--- config.mk ---
export PLATFORM = sky130hd
export DESIGN_NAME = vga_sync_receiver
export DESIGN_NICKNAME = d
export VERILOG_FILES = /design/src/rtl/vga_pkg.sv /design/src/rtl/vga_sync_edge.sv /design/src/rtl/vga_sync_receiver.sv
export SDC_FILE = /design/constraint.sdc
export NUM_CORES = 1
export LEC_CHECK = 0
export BUFFER_PORTS_ARGS = -buffer_cell sky130_fd_sc_hd__buf_4
export CAP_MARGIN = 20
export CORE_ASPECT_RATIO = 1.25
export CORE_MARGIN = 3
export CORE_UTILIZATION = 55
export DETAILED_ROUTE_END_ITERATION = 8
export PLACE_DENSITY = 0.78
export SYNTH_ARGS = -nofsm -noshare
export SYNTH_HDL_FRONTEND = slang
export SYNTH_SLANG_ARGS = --single-unit
--- constraint.sdc ---
create_clock -name clk_i -period 3.9 [get_ports clk_i]
set_input_delay 0.39 -clock clk_i [delete_from_list [all_inputs] [get_ports clk_i]]
set_output_delay 0.39 -clock clk_i [all_outputs]
set_load 0.05 [all_outputs]
--- src/rtl/vga_pkg.sv ---
// Shared VGA timing types and helpers for the timing generator and receiver.
// Latency: n/a (types and constant functions only).
// Backpressure: n/a.
package vga_pkg;

  // Receiver lock state.
  typedef enum logic [1:0] {
    SEARCH  = 2'd0,
    MEASURE = 2'd1,
    LOCKED  = 2'd2
  } vga_state_e;

  // Total clocks per line (or lines per frame) from the four timing segments.
  function automatic int vga_total(input int pulse, input int back, input int active,
                                   input int front);
    return pulse + back + active + front;
  endfunction

  // Offset of the first active pixel (or line) from the sync pulse start.
  function automatic int vga_active_start(input int pulse, input int back);
    return pulse + back;
  endfunction

endpackage

--- src/rtl/vga_sync_edge.sv ---
// Input register plus rise/fall detector for one sync line.
// Latency: one register on sig_i; rise_o/fall_o are decoded from the registered copy.
// Backpressure: none; samples every clock.
module vga_sync_edge (
  input  logic clk_i,
  input  logic reset_i,
  input  logic sig_i,
  output logic rise_o,
  output logic fall_o
);

  logic sig_q;
  logic sig_d;
  logic prev_q;
  logic prev_d;

  // Next values: fresh pin sample, and one clock of history of the registered copy.
  always_comb begin
    sig_d  = sig_i;
    prev_d = sig_q;
  end

  // Sample and history registers, cleared asynchronously.
  always_ff @(posedge clk_i or posedge reset_i) begin
    if (reset_i) begin
      sig_q  <= 1'b0;
      prev_q <= 1'b0;
    end else begin
      sig_q  <= sig_d;
      prev_q <= prev_d;
    end
  end

  assign rise_o = sig_q & ~prev_q;
  assign fall_o = ~sig_q & prev_q;

endmodule

--- src/rtl/vga_sync_receiver.sv ---
// VGA timing receiver: recovers pixel coordinates, checks timing, raises lock.
// Latency: 2 clocks from pins to x/y/rgb/pix_v; frame/err/locked follow the registered edges.
// Backpressure: none; the source is free-running and sampled every clock.
module vga_sync_receiver
  import vga_pkg::*;
#(
  parameter int width_p              = 800,
  parameter int height_p             = 600,
  parameter int h_sync_pulse_p       = 72,
  parameter int h_sync_back_porch_p  = 128,
  parameter int h_sync_front_porch_p = 24,
  parameter int v_sync_pulse_p       = 2,
  parameter int v_sync_back_porch_p  = 22,
  parameter int v_sync_front_porch_p = 1,
  parameter int bit_depth_p          = 8,
  parameter int lock_frames_p        = 2
) (
  input  logic                          clk_i,
  input  logic                          reset_i,
  input  logic                          hs_i,
  input  logic                          vs_i,
  input  logic [bit_depth_p-1:0]        r_i,
  input  logic [bit_depth_p-1:0]        g_i,
  input  logic [bit_depth_p-1:0]        b_i,
  output logic [$clog2(width_p)-1:0]    x_o,
  output logic [$clog2(height_p)-1:0]   y_o,
  output logic                          pix_v_o,
  output logic [bit_depth_p-1:0]        r_o,
  output logic [bit_depth_p-1:0]        g_o,
  output logic [bit_depth_p-1:0]        b_o,
  output logic                          frame_o,
  output logic                          locked_o,
  output logic                          err_o
);

  localparam int ROW     = vga_total(h_sync_pulse_p, h_sync_back_porch_p, width_p,
                                     h_sync_front_porch_p);
  localparam int COL     = vga_total(v_sync_pulse_p, v_sync_back_porch_p, height_p,
                                     v_sync_front_porch_p);
  localparam int H_START = vga_active_start(h_sync_pulse_p, h_sync_back_porch_p);
  localparam int V_START = vga_active_start(v_sync_pulse_p, v_sync_back_porch_p);

  // Counters need one code above the last legal value so saturation is visible.
  localparam int HW = $clog2(ROW + 1);
  localparam int VW = $clog2(COL + 1);
  localparam int XW = $clog2(width_p);
  localparam int YW = $clog2(height_p);
  localparam int CW = $clog2(lock_frames_p + 1);
  localparam int BW = bit_depth_p;

  localparam logic [HW-1:0] ROW_C       = HW'(ROW);
  localparam logic [HW-1:0] ROW_M1_C    = HW'(ROW - 1);
  localparam logic [HW-1:0] HPULSE_M1_C = HW'(h_sync_pulse_p - 1);
  localparam logic [HW-1:0] H_START_C   = HW'(H_START);
  localparam logic [HW-1:0] H_END_C     = HW'(H_START + width_p);
  localparam logic [VW-1:0] COL_C       = VW'(COL);
  localparam logic [VW-1:0] COL_M1_C    = VW'(COL - 1);
  localparam logic [VW-1:0] VPULSE_C    = VW'(v_sync_pulse_p);
  localparam logic [VW-1:0] V_START_C   = VW'(V_START);
  localparam logic [VW-1:0] V_END_C     = VW'(V_START + height_p);
  localparam logic [CW-1:0] LOCK_C      = CW'(lock_frames_p);

  // Registered sync edges.
  logic hs_rise;
  logic hs_fall;
  logic vs_rise;
  logic vs_fall;

  // Input register for colour, aligned with the registered sync copies.
  logic [BW-1:0] r_in_q, r_in_d;
  logic [BW-1:0] g_in_q, g_in_d;
  logic [BW-1:0] b_in_q, b_in_d;

  // Position counters: h_cnt_q/v_cnt_q describe the sample now leaving the input register.
  logic [HW-1:0] h_cnt_q, h_cnt_d;
  logic [VW-1:0] v_cnt_q, v_cnt_d;

  // Lock state machine.
  vga_state_e    state_q, state_d;
  logic [CW-1:0] clean_q, clean_d;
  logic          checking;
  logic          viol_raw;
  logic          viol;

  // Output stage.
  logic          h_act;
  logic          v_act;
  logic [XW-1:0] x_q, x_d;
  logic [YW-1:0] y_q, y_d;
  logic          pix_v_q, pix_v_d;
  logic [BW-1:0] r_out_q, r_out_d;
  logic [BW-1:0] g_out_q, g_out_d;
  logic [BW-1:0] b_out_q, b_out_d;
  logic          frame_q, frame_d;
  logic          locked_q, locked_d;
  logic          err_q, err_d;

  vga_sync_edge u_hs_edge (
    .clk_i   (clk_i),
    .reset_i (reset_i),
    .sig_i   (hs_i),
    .rise_o  (hs_rise),
    .fall_o  (hs_fall)
  );

  vga_sync_edge u_vs_edge (
    .clk_i   (clk_i),
    .reset_i (reset_i),
    .sig_i   (vs_i),
    .rise_o  (vs_rise),
    .fall_o  (vs_fall)
  );

  // Colour input register and horizontal/vertical position counters with saturation.
  always_comb begin
    r_in_d = r_i;
    g_in_d = g_i;
    b_in_d = b_i;

    h_cnt_d = h_cnt_q;
    if (hs_rise) begin
      h_cnt_d = '0;
    end else if (h_cnt_q != ROW_C) begin
      h_cnt_d = h_cnt_q + HW'(1);
    end

    v_cnt_d = v_cnt_q;
    if (vs_rise) begin
      v_cnt_d = '0;
    end else if (hs_rise && (v_cnt_q != COL_C)) begin
      v_cnt_d = v_cnt_q + VW'(1);
    end
  end

  // Timing checks; only meaningful once a frame start has been seen.
  always_comb begin
    checking = (state_q == MEASURE) || (state_q == LOCKED);
    viol_raw = 1'b0;
    // A line must close exactly one clock after count ROW-1.
    if (hs_rise && (h_cnt_q != ROW_M1_C)) viol_raw = 1'b1;
    // The hs pulse must last exactly h_sync_pulse_p clocks.
    if (hs_fall && (h_cnt_q != HPULSE_M1_C)) viol_raw = 1'b1;
    // Frame starts must line up with a line start and close a full frame.
    if (vs_rise && !hs_rise) viol_raw = 1'b1;
    if (vs_rise && (v_cnt_q != COL_M1_C)) viol_raw = 1'b1;
    // The vs pulse must end at the start of line v_sync_pulse_p.
    if (vs_fall && !(hs_rise && (v_cnt_d == VPULSE_C))) viol_raw = 1'b1;
    // Any attempt to count past the end of a line or frame.
    if ((h_cnt_q == ROW_C) && !hs_rise) viol_raw = 1'b1;
    if ((v_cnt_q == COL_C) && hs_rise && !vs_rise) viol_raw = 1'b1;
    viol = checking && viol_raw;
  end

  // Lock FSM next state; a violation outranks a lock-completing frame edge.
  always_comb begin
    state_d = state_q;
    clean_d = clean_q;
    err_d   = 1'b0;
    unique case (state_q)
      SEARCH: begin
        if (vs_rise) begin
          state_d = MEASURE;
          clean_d = '0;
        end
      end
      MEASURE: begin
        if (viol) begin
          err_d   = 1'b1;
          state_d = SEARCH;
          clean_d = '0;
        end else if (vs_rise) begin
          clean_d = clean_q + CW'(1);
          if (clean_d == LOCK_C) state_d = LOCKED;
        end
      end
      LOCKED: begin
        if (viol) begin
          err_d   = 1'b1;
          state_d = SEARCH;
          clean_d = '0;
        end
      end
      default: begin
        state_d = SEARCH;
        clean_d = '0;
      end
    endcase
  end

  // FSM state register.
  always_ff @(posedge clk_i or posedge reset_i) begin
    if (reset_i) begin
      state_q <= SEARCH;
      clean_q <= '0;
    end else begin
      state_q <= state_d;
      clean_q <= clean_d;
    end
  end

  // Output stage: active-region decode, coordinate capture, colour and status pulses.
  always_comb begin
    h_act   = (h_cnt_d >= H_START_C) && (h_cnt_d < H_END_C);
    v_act   = (v_cnt_d >= V_START_C) && (v_cnt_d < V_END_C);
    // Only pixels seen while already locked and clean are reported.
    pix_v_d = h_act && v_act && (state_q == LOCKED) && !viol;
    x_d     = x_q;
    y_d     = y_q;
    if (pix_v_d) begin
      x_d = XW'(h_cnt_d - H_START_C);
      y_d = YW'(v_cnt_d - V_START_C);
    end
    r_out_d  = r_in_q;
    g_out_d  = g_in_q;
    b_out_d  = b_in_q;
    frame_d  = vs_rise;
    locked_d = (state_q == LOCKED);
  end

  // Datapath and output registers, all cleared asynchronously.
  always_ff @(posedge clk_i or posedge reset_i) begin
    if (reset_i) begin
      r_in_q   <= '0;
      g_in_q   <= '0;
      b_in_q   <= '0;
      h_cnt_q  <= '0;
      v_cnt_q  <= '0;
      x_q      <= '0;
      y_q      <= '0;
      pix_v_q  <= 1'b0;
      r_out_q  <= '0;
      g_out_q  <= '0;
      b_out_q  <= '0;
      frame_q  <= 1'b0;
      locked_q <= 1'b0;
      err_q    <= 1'b0;
    end else begin
      r_in_q   <= r_in_d;
      g_in_q   <= g_in_d;
      b_in_q   <= b_in_d;
      h_cnt_q  <= h_cnt_d;
      v_cnt_q  <= v_cnt_d;
      x_q      <= x_d;
      y_q      <= y_d;
      pix_v_q  <= pix_v_d;
      r_out_q  <= r_out_d;
      g_out_q  <= g_out_d;
      b_out_q  <= b_out_d;
      frame_q  <= frame_d;
      locked_q <= locked_d;
      err_q    <= err_d;
    end
  end

  assign x_o      = x_q;
  assign y_o      = y_q;
  assign pix_v_o  = pix_v_q;
  assign r_o      = r_out_q;
  assign g_o      = g_out_q;
  assign b_o      = b_out_q;
  assign frame_o  = frame_q;
  assign locked_o = locked_q;
  assign err_o    = err_q;

endmodule

# ---- Word-level counts from Yosys, hierarchy flattened
# Cells that the tools add are included.
dict set report op_classes {
  n_addsub 5
  magnitude_cmp 4
  n_eq_ne 15
  mux 23
  bitwise 8
  n_reduce_logical 25
}
# cell count
set ops {}
lappend ops {{2-to-1 mux 11 bit} 2}
lappend ops {{2-to-1 mux 10 bit} 2}
lappend ops {{!= test 10 bit (second input constant)} 2}
lappend ops {{logical AND 1 bit} 16}
lappend ops {{2-to-1 mux 2 bit} 8}
lappend ops {{one-hot mux 2 bit (3 select lines)} 2}
lappend ops {{adder 11 x 1 -> 11 bit (second input constant)} 1}
lappend ops {{== test 11 bit (second input constant)} 1}
lappend ops {{>= comparator 11 x 8 -> 1 bit (second input constant)} 1}
lappend ops {{less-than comparator 11 x 10 -> 1 bit (second input constant)} 1}
lappend ops {{!= test 11 x 10 -> 1 bit (second input constant)} 1}
lappend ops {{!= test 11 bit (second input constant)} 1}
lappend ops {{!= test 11 x 7 -> 1 bit (second input constant)} 1}
lappend ops {{adder 10 x 1 -> 10 bit (second input constant)} 1}
lappend ops {{== test 10 bit (second input constant)} 1}
lappend ops {{== test 10 x 2 -> 1 bit (second input constant)} 1}
lappend ops {{>= comparator 10 x 5 -> 1 bit (second input constant)} 1}
lappend ops {{less-than comparator 10 bit (second input constant)} 1}
lappend ops {{subtractor 10 x 5 -> 10 bit (second input constant)} 1}
lappend ops {{subtractor 10 x 8 -> 10 bit (second input constant)} 1}
lappend ops {{2-to-1 mux 1 bit} 9}
lappend ops {{AND 1 bit} 4}
lappend ops {{== test 2 bit (second input constant)} 2}
lappend ops {{zero test 1 bit} 4}
lappend ops {{11 further kinds} 15}
dict set report word_totals {
  reg_bits 101
  input_bits 28
  wordCells 100
}

# ---- Logic depth before layout (Yosys ltp)
dict set report depth {
  ltp_word 15
  ltp_mapped 14
  ltp_nobuf 12
}

# ---- Cells and area by module
# A second synthesis with hierarchy kept.
dict set report hier_totals {
  hier_cells 337
  hier_area_um2 4276.6
}
# mod n_inst cells_per_inst area_per_inst_um2
set by_module_without_submodules {}
lappend by_module_without_submodules {vga_sync_receiver 1 327 4139.0}
lappend by_module_without_submodules {vga_sync_edge 2 5 68.8}

# ---- Worst setup path before layout
# No wires, ideal clock.
dict set report synth_path {
  path_kind {reg-to-reg}
  start {register v_cnt_q[2]}
  end {register x_q[3], in the netlist x_o[3]}
  arrival_ns 3.020
  required_ns 3.772
  setup_slack_ns 0.753
  stages_incl_launch_ff 11
  path_buffers 2
  period_less_slack_ns 3.147
  path_cell_list {dfrtp_1 buf_2 or4b_1 or4_1 o22a_1 o41ai_2 a41oi_2 nand2b_4 nor4_4 buf_6 mux2_1}
}
dict set report synth_via {
  elab_chain_len 14
  word_cells_on_any_way 26
  classes_between {1 x add/sub; 2 x order compare; 4 x eq/ne; 6 x mux; 13 x reduce/logical}
}
# element line_no
set synth_lines {}
lappend synth_lines {{start, declared} vga_sync_receiver.sv:76} ;# logic [VW-1:0] v_cnt_q, v_cnt_d;
lappend synth_lines {{start signal, assigned} vga_sync_receiver.sv:242} ;# v_cnt_q <= v_cnt_d;
lappend synth_lines {{branches (longest 13 deep; another with adder 10 x 1 -> 10 bit)} n/a}
lappend synth_lines {{logical AND 1 bit (*)} vga_sync_receiver.sv:206} ;# pix_v_d = h_act && v_act && (state_q == LOCKED) && !viol;
lappend synth_lines {{end signal, assigned} vga_sync_receiver.sv:228} ;# x_q <= '0;
lappend synth_lines {{end signal, assigned} vga_sync_receiver.sv:243} ;# x_q <= x_d;
lappend synth_lines {{end, declared} vga_sync_receiver.sv:88} ;# logic [XW-1:0] x_q, x_d;
# Every way passes the cells marked *.
# A chain may end at the register's enable or synchronous reset.

# ---- Worst setup path after layout
dict set report layout_path {
  start {register v_cnt_q[3]}
  end {register y_q[1], in the netlist y_o[1]}
}
dict set report layout_via {
  elab_chain_len 14
  word_cells_on_any_way 27
  classes_between {2 x add/sub; 2 x order compare; 4 x eq/ne; 6 x mux; 13 x reduce/logical}
}
# element line_no
set layout_lines {}
lappend layout_lines {{branches (longest 14 deep; another with adder 10 x 1 -> 10 bit)} n/a}
lappend layout_lines {{end signal, assigned} vga_sync_receiver.sv:244} ;# y_q <= y_d;
lappend layout_lines {{end, declared} vga_sync_receiver.sv:89} ;# logic [YW-1:0] y_q, y_d;
# Parallel ways; which one is timed is not known.

==> flow_metrics.py <==
metrics = {
    "run_status": {
        "status": "finished clean",
    },
    "clock_network": {
        "cts_htree_levels": 3,
        "path_clk_slew_ns": 0.10,
        "cts_setup_buffers": 0,
        "clock_path_buffers": 2,
        "postCtsHoldBufs": 0,
        "cts_resized": 0,
        "numClockSinks": 101,
        "tritoncts": "yes",
        "clk_latency_ns": 0.36,
        "cts_root_buf": "clkbuf_8",
        "cts_inserted_buffers": 9,
    },
    "synth": {
        "async_flop_share_pct": 100,
        "synth_seq_area_share_pct": 60.0,
        "synth_top_area_cell": "dfrtp_1",
        "synth-seq-cells": 101,
        "yosysTopAreaCellShare_pct": 60.0,
        "synthMostInstantiatedCell": "dfrtp_1",
        "synthDistinctLibCells": 51,
        "syn_area_um2": 4210,
        "synth_edf_count": 0,
        "yosys_warnings": 0,
        "syn_inst": 346,
        "synth_area_leaders": "dfrtp_1 (60%), mux2_1 (5.1%), xnor2_1 (3.7%)",
        "synth-main-ff-cell": "dfrtp_1",
        "syn-num-nets": 385,
        "synth_commonest_cells": "dfrtp_1 (101), nor2_1 (25), mux2_1 (19), xnor2_1 (18), nand2_1 (17)",
        "avgSynthCellArea_um2": 12.2,
    },
    "cells_and_area": {
        "multiInputGateArea_um2": 1560,
        "synthToLayoutAreaGrowth_pct": 20.5,
        "seqCellArea_um2": 2530,
        "drive_gt1_share_pct": 23.9,
        "nets": 465,
        "nFillCells": 543,
        "utilization_pct": 68.6,
        "antenna_cells": 0,
    },
    "floorplan": {
        "die_y_um": 104,
        "start_util_pct": 56.9,
        "coreArea_um2": 7400,
        "dieArea_um2": 8750,
        "io_pins": 76,
        "die-width_um": 84.3,
        "num_rows": 35,
    },
    "worst_setup_path": {
        "rrSetupSlack_ns": 0.30,
        "reg2reg_to": "y_o[1]",
        "path_depth": 9,
        "critPathLaunch": "v_cnt_q[3]",
        "crit_chain": "nand4_1 -> nor4_1 -> xnor2_1 -> nor4bb_1 -> a41oi_2 -> nand2b_4 -> nor4_4 -> buf_4 -> mux2_1",
        "endpoint": "y_o[1]",
        "cp_slowest_cell": "nor4bb_1",
        "r2r_start": "v_cnt_q[3]",
        "cp_num_buf_inv": 1,
        "path_class": "reg -> reg",
        "ff2ff_path_depth": 9,
        "critPathTopFamily": "simple AND/OR/NAND/NOR gates",
        "startpoint_type": "flip-flop",
        "cp_max_fo": 21,
        "endpoint_kind": "flip-flop",
        "worstPathRequired_ns": 4.15,
        "cp_slowest_stage_delay_ns": 0.58,
        "critical_path_arrival_ns": 3.84,
    },
    "route": {
        "wire_per_inst_um": 16.4,
        "viasPerCell": 5.67,
        "wl_um": 8580,
        "detail_route.iter0.violations": 287,
        "vias": 2966,
        "drc_errors": 0,
        "firstDrtPassIters": 4,
        "ant_nets": 0,
    },
    "power": {
        "power.density_nw_per_um2": 441,
        "switching_share_pct": 31.8,
        "vdd_ir_drop_max_mv": 0.291,
        "total_power_uw": 2240,
        "switchingPower_uw": 712,
        "p_leak_uw": 0.00242,
        "seq_power_share_pct": 52.4,
        "p_clk_share_pct": 28.4,
        "combPwrFrac_pct": 19.2,
        "intPower_uw": 1530,
    },
    "timing": {
        "fin_crit_ns": 3.60,
        "setup_tns_ns": 0,
        "min_period_over_period_pct": 92.2,
        "slew_viol_final": 0,
        "fmax_ghz": 0.278,
        "whs_ns": 0.124,
        "grt_setup_unrepaired": "false",
        "maxSlewHeadroom_pct": 36.1,
        "setup_violations": 0,
        "skew_ns": 0.0136,
        "tightest_slew_ns": 0.959,
        "hold_viol": 0,
    },
    "grt": {
        "first_global_vias": 3007,
        "grt_pass1_wl_um": 14300,
        "grt_use_total_pct": 20.4,
        "grt_max_degree": 83,
        "antenna_found_initial": 0,
        "overflow": 0,
    },
    "hold_path": {
        "hold_class": "in -> reg",
    },
    "placed_design": {
        "routabilityCongestion": 0.953,
        "dpl.hpwl_um": 6120,
        "port_buffers": 75,
    },
    "run": {
        "cap_viol_max_count": 0,
    },
}
==> power by group through the flow <==
stage / clock network, uW / logic, uW / registers (uW)
after floorplan: 0 / 243 / 1240
after global placement: 0 / 413 / 1190
after detailed placement: 0 / 426 / 1190
after CTS: 653 / 431 / 1170
after global routing: 694 / 469 / 1180
final: 636 / 430 / 1170
==> layout make-up <==
class                           count  area share (%)
Clock buffer                       10            2.51
Clock inverter                      6            1.28
Inverter                           16            1.23
Multi-Input combinational cell    215            30.7
Sequential cell                   101            49.8
Tap cell                           92            2.27
Timing Repair Buffer               83            12.3
==> cell usage in the layout (no fill, tap or decap), drive strengths merged, types with 3 or more instances in the layout <==
cell type	netlist	final
dfrtp	101	101
clkinv	1	3
ha	11	11
buf	3	83
and4	4	4
nand4	6	6
nor3	7	7
mux2i	4	4
nand2	17	17
nand3b	5	5
xnor2	18	18
nand3	11	11
xor2	8	8
nor2	25	25
a31oi	5	5
or4	4	4
nor4	5	5
or3	5	5
and3	6	6
mux2	19	19
nand2b	9	9
o21ai	6	6
a21oi	12	12
clkbuf	11	10
inv	15	19
==> worst reg2reg max path, stage by stage, from the launching register on <==
cell,delay [ns]
dfrtp_1,0.52
nand4_1,0.25
nor4_1,0.44
xnor2_1,0.21
nor4bb_1,0.58
a41oi_2,0.33
nand2b_4,0.24
nor4_4,0.20
buf_4,0.34
mux2_1,0.37
==> per-layer routing <==
| metal | wire [um] | global-route usage (%) | share of wire [%] | vias to the layer above |
|---|---|---|---|---|
| met5 | 0 | 0 | 0 | - |
| met4 | 242 | 9.31 | 2.8 | 0 |
| met3 | 655 | 6.26 | 7.6 | 27 |
| met2 | 4200 | 32.5 | 49 | 120 |
| met1 | 3480 | 25.4 | 41 | 1451 |
| li1 | - | - | - | 1368 |
==> flip-flops by register name (all words and copies together) (netlist names), 8 cells and up <==
name     flops
h_cnt_q     11
v_cnt_q     10
x_o         10
y_o         10
b_in_q       8
b_o          8
g_in_q       8
g_o          8
r_in_q       8
r_o          8
==> through the flow <==
step / cells / cell area [um^2] / worst slack, ns
2_1_floorplan: 346 / 4210 / 0.753
3_3_place_gp: 507 / 4880 / 0.413
3_5_place_dp: 507 / 4880 / 0.353
4_1_cts: 523 / 5080 / 0.329
5_1_grt: 523 / 5080 / 0.0419
6_report: 523 / 5080 / 0.304
==> logic make-up (layout without fill, tap and decap cells) <==
logic type                 after synthesis  after routing  synth area share, %
and+or+nand+nor                        113            113                 15.3
AOI/OAI and AO/OA                       42             42                 6.98
xor gates and xnor gates                26             26                 5.41
muxes                                   23             23                 6.03
DFF                                    101            101                 60.0
adders and majority gates               11             11                 3.27
buffers and inverters                   30            115                 3.06
==> how the worst min path moves through the flow <==
stage	from	endpoint	slack, ns	cells past startpoint
6_report	b_i[4]	b_in_q[4]	0.12	1
5_1_grt	r_i[2]	r_in_q[2]	0.10	1
3_3_place_gp	r_in_q[6]	r_o[6]	0.33	0
2_1_floorplan	b_in_q[0]	b_o[0]	0.33	0
4_1_cts	b_i[4]	b_in_q[4]	0.11	1
3_5_place_dp	b_in_q[3]	b_o[3]	0.33	0
Note: power is estimated with default switching activity, not from simulation.
